===== config.mk =====
export PLATFORM = sky130hd
export DESIGN_NAME = banyan_capture_ctl_flat
export DESIGN_NICKNAME = d
export VERILOG_FILES = /design/src/rtl/banyan_capture_pkg.sv /design/src/rtl/banyan_capture_if.sv /design/src/rtl/banyan_capture_cnt.sv /design/src/rtl/banyan_capture_ctl.sv /design/src/flat_wrapper.sv
export SDC_FILE = /design/constraint.sdc
export NUM_CORES = 1
export LEC_CHECK = 0
export CAP_MARGIN = 20
export CELL_PAD_IN_SITES_DETAIL_PLACEMENT = 1
export CELL_PAD_IN_SITES_GLOBAL_PLACEMENT = 1
export CORE_MARGIN = 5
export CORE_UTILIZATION = 30
export DETAILED_ROUTE_END_ITERATION = 12
export GPL_TIMING_DRIVEN = 0
export PLACE_DENSITY = 0.79
export SLEW_MARGIN = 20
export SYNTH_ARGS = -nofsm -noshare
export SYNTH_HDL_FRONTEND = slang
export SYNTH_SLANG_ARGS = --single-unit

===== constraint.sdc =====
create_clock -name clk -period 2.2 [get_ports clk]
set_input_delay 0.44 -clock clk [delete_from_list [all_inputs] [get_ports clk]]
set_output_delay 0.44 -clock clk [all_outputs]
set_load 0.03 [all_outputs]

===== src/rtl/banyan_capture_pkg.sv =====
// rtl/banyan_capture_pkg.sv - shared types and default widths for the capture sequencer
package banyan_capture_pkg;

    localparam int CW_DEFAULT = 16;
    localparam int NW_DEFAULT = 16;

    typedef enum logic [2:0] {
        S_IDLE    = 3'd0,
        S_ARMED   = 3'd1,
        S_DELAY   = 3'd2,
        S_FILL    = 3'd3,
        S_HOLDOFF = 3'd4
    } state_t;

endpackage


===== src/rtl/banyan_capture_if.sv =====
// rtl/banyan_capture_if.sv - host/memory-side signal bundle of the capture sequencer
interface banyan_capture_if #(
    parameter int cw = banyan_capture_pkg::CW_DEFAULT,
    parameter int nw = banyan_capture_pkg::NW_DEFAULT
) ();
    logic          arm;
    logic          abort;
    logic          soft_trig;
    logic          ext_trig;
    logic          mode_ext;
    logic          auto_rearm;
    logic [cw-1:0] trig_delay;
    logic [cw-1:0] holdoff;
    logic          rollover;
    logic          mem_reset;
    logic          mem_run;
    logic [2:0]    state;
    logic          busy;
    logic          done;
    logic [nw-1:0] capture_count;
    logic [nw-1:0] missed_count;

    modport master (
        output arm, abort, soft_trig, ext_trig, mode_ext, auto_rearm,
               trig_delay, holdoff, rollover,
        input  mem_reset, mem_run, state, busy, done, capture_count, missed_count
    );

    modport slave (
        input  arm, abort, soft_trig, ext_trig, mode_ext, auto_rearm,
               trig_delay, holdoff, rollover,
        output mem_reset, mem_run, state, busy, done, capture_count, missed_count
    );
endinterface


===== src/rtl/banyan_capture_cnt.sv =====
// rtl/banyan_capture_cnt.sv - loadable down-counter shared by trigger delay and holdoff
module banyan_capture_cnt
    import banyan_capture_pkg::*;
#(
    parameter int cw = CW_DEFAULT
) (
    input  logic          clk,
    input  logic          rst,
    input  logic          load,
    input  logic [cw-1:0] load_val,
    input  logic          dec,
    output logic          one
);
    logic [cw-1:0] cnt_q;

    always_ff @(posedge clk) begin
        if (rst) begin
            cnt_q <= '0;
        end else if (load) begin
            cnt_q <= load_val;
        end else if (dec && cnt_q != '0) begin
            cnt_q <= cnt_q - cw'(1);
        end
    end

    // Last cycle of a wait: the FSM leaves DELAY/HOLDOFF on this edge.
    assign one = (cnt_q == cw'(1));
endmodule


===== src/rtl/banyan_capture_ctl.sv =====
// rtl/banyan_capture_ctl.sv - arm/trigger/fill/holdoff sequencer for the banyan snapshot memory
module banyan_capture_ctl
    import banyan_capture_pkg::*;
#(
    parameter int cw = CW_DEFAULT,
    parameter int nw = NW_DEFAULT
) (
    input  logic           clk,
    input  logic           rst,
    banyan_capture_if.slave bus
);
    state_t        state_q, state_d;
    logic          ext_d;
    logic          trg;
    logic          done_q;
    logic          mem_reset_q;
    logic [nw-1:0] cap_q;
    logic [nw-1:0] miss_q;
    logic          cnt_load, cnt_dec, cnt_one;
    logic [cw-1:0] cnt_val;
    logic          set_done, clr_done, inc_cap, inc_miss;

    assign trg = bus.mode_ext ? (bus.ext_trig & ~ext_d) : bus.soft_trig;

    banyan_capture_cnt #(.cw(cw)) u_cnt (
        .clk      (clk),
        .rst      (rst),
        .load     (cnt_load),
        .load_val (cnt_val),
        .dec      (cnt_dec),
        .one      (cnt_one)
    );

    always_comb begin
        state_d  = state_q;
        cnt_load = 1'b0;
        cnt_val  = bus.trig_delay;
        cnt_dec  = 1'b0;
        set_done = 1'b0;
        clr_done = 1'b0;
        inc_cap  = 1'b0;
        inc_miss = 1'b0;
        if (bus.abort) begin
            state_d = S_IDLE;
        end else begin
            case (state_q)
                S_IDLE: begin
                    if (bus.arm) begin
                        state_d  = S_ARMED;
                        clr_done = 1'b1;
                    end
                end
                S_ARMED: begin
                    if (trg) begin
                        if (bus.trig_delay == '0) begin
                            state_d = S_FILL;
                        end else begin
                            state_d  = S_DELAY;
                            cnt_load = 1'b1;
                        end
                    end
                end
                S_DELAY: begin
                    cnt_dec  = 1'b1;
                    inc_miss = trg;
                    if (cnt_one) state_d = S_FILL;
                end
                S_FILL: begin
                    inc_miss = trg;
                    if (bus.rollover) begin
                        inc_cap  = 1'b1;
                        set_done = 1'b1;
                        if (!bus.auto_rearm) begin
                            state_d = S_IDLE;
                        end else if (bus.holdoff == '0) begin
                            state_d = S_ARMED;
                        end else begin
                            state_d  = S_HOLDOFF;
                            cnt_load = 1'b1;
                            cnt_val  = bus.holdoff;
                        end
                    end
                end
                S_HOLDOFF: begin
                    cnt_dec  = 1'b1;
                    inc_miss = trg;
                    if (cnt_one) state_d = S_ARMED;
                end
                default: state_d = S_IDLE;
            endcase
        end
    end

    always_ff @(posedge clk) begin
        if (rst) begin
            state_q     <= S_IDLE;
            ext_d       <= 1'b0;
            done_q      <= 1'b0;
            mem_reset_q <= 1'b0;
            cap_q       <= '0;
            miss_q      <= '0;
        end else begin
            state_q     <= state_d;
            ext_d       <= bus.ext_trig;
            // Memory reset covers exactly the first FILL cycle, overlapping mem_run.
            mem_reset_q <= (state_d == S_FILL) && (state_q != S_FILL);
            if (clr_done) begin
                done_q <= 1'b0;
            end else if (set_done) begin
                done_q <= 1'b1;
            end
            if (inc_cap) cap_q <= cap_q + nw'(1);
            if (inc_miss && miss_q != '1) miss_q <= miss_q + nw'(1);
        end
    end

    assign bus.mem_reset     = mem_reset_q;
    assign bus.mem_run       = (state_q == S_FILL);
    assign bus.state         = state_q;
    assign bus.busy          = (state_q != S_IDLE);
    assign bus.done          = done_q;
    assign bus.capture_count = cap_q;
    assign bus.missed_count  = miss_q;
endmodule

===== src/flat_wrapper.sv =====
// flat-port wrapper written by rule: the top's interface ports become plain ports
module banyan_capture_ctl_flat import banyan_capture_pkg::*;
#(
    parameter int cw = CW_DEFAULT,
    parameter int nw = NW_DEFAULT
)
  (clk, rst, bus_arm, bus_abort, bus_soft_trig, bus_ext_trig, bus_mode_ext, bus_auto_rearm, bus_trig_delay, bus_holdoff, bus_rollover, bus_mem_reset, bus_mem_run, bus_state, bus_busy, bus_done, bus_capture_count, bus_missed_count);
  banyan_capture_if #(.cw(cw), .nw(nw)) bus_i ();
  input  logic clk;
  input  logic rst;
  input wire logic [$bits(bus_i.arm)-1:0] bus_arm;
  input wire logic [$bits(bus_i.abort)-1:0] bus_abort;
  input wire logic [$bits(bus_i.soft_trig)-1:0] bus_soft_trig;
  input wire logic [$bits(bus_i.ext_trig)-1:0] bus_ext_trig;
  input wire logic [$bits(bus_i.mode_ext)-1:0] bus_mode_ext;
  input wire logic [$bits(bus_i.auto_rearm)-1:0] bus_auto_rearm;
  input wire logic [$bits(bus_i.trig_delay)-1:0] bus_trig_delay;
  input wire logic [$bits(bus_i.holdoff)-1:0] bus_holdoff;
  input wire logic [$bits(bus_i.rollover)-1:0] bus_rollover;
  output wire logic [$bits(bus_i.mem_reset)-1:0] bus_mem_reset;
  output wire logic [$bits(bus_i.mem_run)-1:0] bus_mem_run;
  output wire logic [$bits(bus_i.state)-1:0] bus_state;
  output wire logic [$bits(bus_i.busy)-1:0] bus_busy;
  output wire logic [$bits(bus_i.done)-1:0] bus_done;
  output wire logic [$bits(bus_i.capture_count)-1:0] bus_capture_count;
  output wire logic [$bits(bus_i.missed_count)-1:0] bus_missed_count;
  assign bus_i.arm = bus_arm;
  assign bus_i.abort = bus_abort;
  assign bus_i.soft_trig = bus_soft_trig;
  assign bus_i.ext_trig = bus_ext_trig;
  assign bus_i.mode_ext = bus_mode_ext;
  assign bus_i.auto_rearm = bus_auto_rearm;
  assign bus_i.trig_delay = bus_trig_delay;
  assign bus_i.holdoff = bus_holdoff;
  assign bus_i.rollover = bus_rollover;
  assign bus_mem_reset = bus_i.mem_reset;
  assign bus_mem_run = bus_i.mem_run;
  assign bus_state = bus_i.state;
  assign bus_busy = bus_i.busy;
  assign bus_done = bus_i.done;
  assign bus_capture_count = bus_i.capture_count;
  assign bus_missed_count = bus_i.missed_count;
  banyan_capture_ctl #(.cw(cw), .nw(nw)) u_core (.clk(clk), .rst(rst), .bus(bus_i));
endmodule

==> results.cfg <==
[detailed_routing]
drc = 0
drt-vias-per-instance = 5.67
drtIter0Drc = 253
vias = 3561
drtAntennaViolNets = 0
routed_wl_um = 11900
first_pass_iters = 4
routedWlPerCell_um = 19.0

[timing]
period_share_pct = 99.8
max-slew-margin-rel_pct = 51.1
period_minus_slack_ps = 2200
finalMaxSlewViolations = 0
timing.fmax_ghz = 0.455
finClkSkew_ps = 6.88
hold_viol = 0
setup_viol = 0
rsz0062_at_grt = yes
worst_pin_slew_ps = 734

[critical_path]
rrSetupSlack_ps = 4
worstPathArrival_ps = 2440
path_max_fanout = 5
endpoint_kind = flop
crit_type = flop to flop
start_kind = flop
reg2regPathDepth = 6
required_ps = 2440

[global_routing]
grt_pass1_wl_um = 18900
antenna_found_initial = 0
grt-ovfl-total = 0
grt_max_degree = 17
grt_pass1_vias = 3665
gr-usage-all-layers_pct = 18.1

[logic_synthesis]
ys_ff_latch = 54
synth_warnings = 0
synthArstFlopShare_pct = 0
syn_avg_cell_area_um2 = 7.96
synth_simple_gate_area_share_pct = 31.5
synth_cell_types = 54
netlist_area_mm2 = 0.00310
synthAdderAreaFrac_pct = 2.02
ys_seq_area_share_pct = 34.9
synthXorXnorAreaFrac_pct = 7.35
synth_top_family_by_area = simple AND/OR/NAND/NOR gates
synth-edff-count = 0
synth_compound_gate_area_share_pct = 19.2
synthTopCellsByArea = dfxtp_1 35%, nor2_1 4.7%, nand4_1 4.2%
syn-num-nets = 435
postSynthCellCount = 389
synth_top_area_share_pct = 34.9
yosysTopAreaCell = dfxtp_1
synth_flop_cell = dfxtp_1
synth.area.mux_share_pct = 0.323

[placement]
hpwl_um = 8490
place_area_mm2 = 0.00405
port_buffers = 77
gp_congestion = 0.929
dp.cells = 602

[layout]
layout-area-overhead-vs-synth_pct = 50.3
final_common_cell = clkdlybuf4s50_1
final_layout_size_suffix_gt1_share_pct = 18.3
stdcell_count = 628
final_cell_mix = 66 x clkdlybuf4s50_1, 51 x dfxtp_1, 37 x nor2_1, 24 x nand2_1, 22 x nand3_1
layout.nets = 537
final_area_mm2 = 0.00466
diodes = 0

[clocking]
tritoncts = built
cts_buffers = 5
clock_latency_ps = 310
clock_path_buffers = 2
clock_sinks = 54
cts-root-buf = clkbuf_8
clkTransAtPathRegs_ps = 100
cts_hold_buf = 0
cts_max_level = 2

[worst_hold_path]
whs_path_depth = 2
hp-class = input port to flop

[die]
pin_count = 80
die_y_um = 112
core-area_mm2 = 0.0102
start_util_pct = 30.4
dieWidth_um = 112
num_rows = 37
die-area_mm2 = 0.0125

[power]
power_density_mw_per_mm2 = 404
leakagePower_nw = 1.61
vdd.ir_drop.worst_v = 0.000297

[flow_run]
drv_cap = 0

[run_status]
status = completed
==> routing by layer <==
| metal | track usage (%) | vias to the layer above | routed length [µm] |
|---|---|---|---|
| met3 | 4.51 | 23 | 774 |
| met1 | 21.9 | 1737 | 4920 |
| met5 | 0 | - | 0 |
| met4 | 4.14 | 0 | 296 |
| li1 | - | 1677 | - |
| met2 | 32.1 | 124 | 5920 |
==> worst paths after layout <==
kind	startpoint	to
worst max-delay path	u_core.bus.state[2]$_SDFF_PP0_	u_core.bus.missed_count[13]$_SDFFE_PP0P_
worst min-delay path	bus_ext_trig	u_core.ext_d$_SDFF_PP0_
worst max register to register	u_core.bus.state[2]$_SDFF_PP0_	u_core.bus.missed_count[13]$_SDFFE_PP0P_
worst min register to register	u_core.bus.done$_SDFFE_PP0P_	u_core.bus.done$_SDFFE_PP0P_
==> power breakdown <==
part	internal, mW	switching, mW	total (mW)
registers	0.979	0.00334	0.983
logic	0.102	0.119	0.221
clock network	0.341	0.337	0.678
==> worst max-delay path, cell delays in order (launching register included) <==
cell	delay [ps]
dfxtp_4	370
or3b_1	340
a221o_1	350
or4_4	440
buf_6	140
or3_4	360
a21oi_2	120
==> through the flow <==
| step | total power [mW] | setup TNS (ps) | util [%] | setup slack, ps | hold slack, ps |
|---|---|---|---|---|---|
| after floorplan | 1.07 | 0 | - | 17.7 | 476 |
| after global placement | 1.19 | -21260 | 39.8 | -933 | 481 |
| after detailed placement | 1.19 | -23700 | 39.8 | -1080 | 513 |
| after CTS | 1.88 | -65.4 | 42.8 | -39.9 | 514 |
| after global routing | 1.95 | -316 | 45.7 | -83.6 | 502 |
| final | 1.88 | 0 | 45.7 | 3.76 | 505 |
==> repair_timing <==
action | in CTS | in global routing
endpoints found under the setup margin | 36 | 34
cloned | 1 | 3
setup buffers | 8 | 8
endpoints found under the hold margin | 0 | 0
pin swaps | 9 | 15
gates resized for setup | 38 | 53
==> sequential cells by signal, indices dropped and copies added (netlist names) <==
name	cells
u_core.bus.state	3
u_core.ext_d	1
u_core.bus.mem_reset	1
u_core.bus.missed_count	16
u_core.u_cnt.cnt_q	16
u_core.bus.done	1
u_core.bus.capture_count	16
==> final cells by class <==
| cell class | count | area [µm²] |
|---|---|---|
| plain buffers | 23 | 151 |
| clock buffers | 6 | 72.6 |
| clock inverters | 2 | 36.3 |
| fillers | 1236 | 5530 |
| inverters | 12 | 45.0 |
| multi-input cells | 299 | 2160 |
| flip-flops and latches | 54 | 1090 |
| well taps | 136 | 170 |
| repair buffers | 96 | 935 |
==> kinds of logic after synthesis <==
group / Yosys count
AOI/OAI and AO/OA: 83
DFF: 54
xor gates and xnor gates: 26
muxes: 1
buffers and inverters: 37
and+or+nand+nor: 183
adders and majority gates: 5
==> synth_stat cells, types with 2 or more instances <==
master / n
inv_1: 12
o221ai_1: 6
a221oi_1: 6
a2111oi_0: 2
a22oi_1: 2
xnor2_1: 11
nor2_1: 39
and4_1: 4
a21oi_1: 20
ha_1: 5
or4_1: 2
o211ai_1: 2
nor4b_1: 4
and2_1: 3
buf_2: 5
a31o_2: 2
nor3_1: 13
a221o_1: 2
nor2b_1: 2
nor4_1: 21
o21ai_0: 10
a41oi_1: 2
and3_1: 6
nand2_1: 24
or3_1: 6
o31a_1: 3
nand2b_1: 5
a311oi_1: 6
a211oi_1: 4
nand3_1: 24
clkbuf_1: 19
or2_2: 2
a31oi_1: 4
nand4_1: 21
dfxtp_1: 54
a21o_1: 2
xor2_1: 15
o41ai_1: 2
a22o_1: 2
Note: power is estimated with default switching activity, not from simulation.
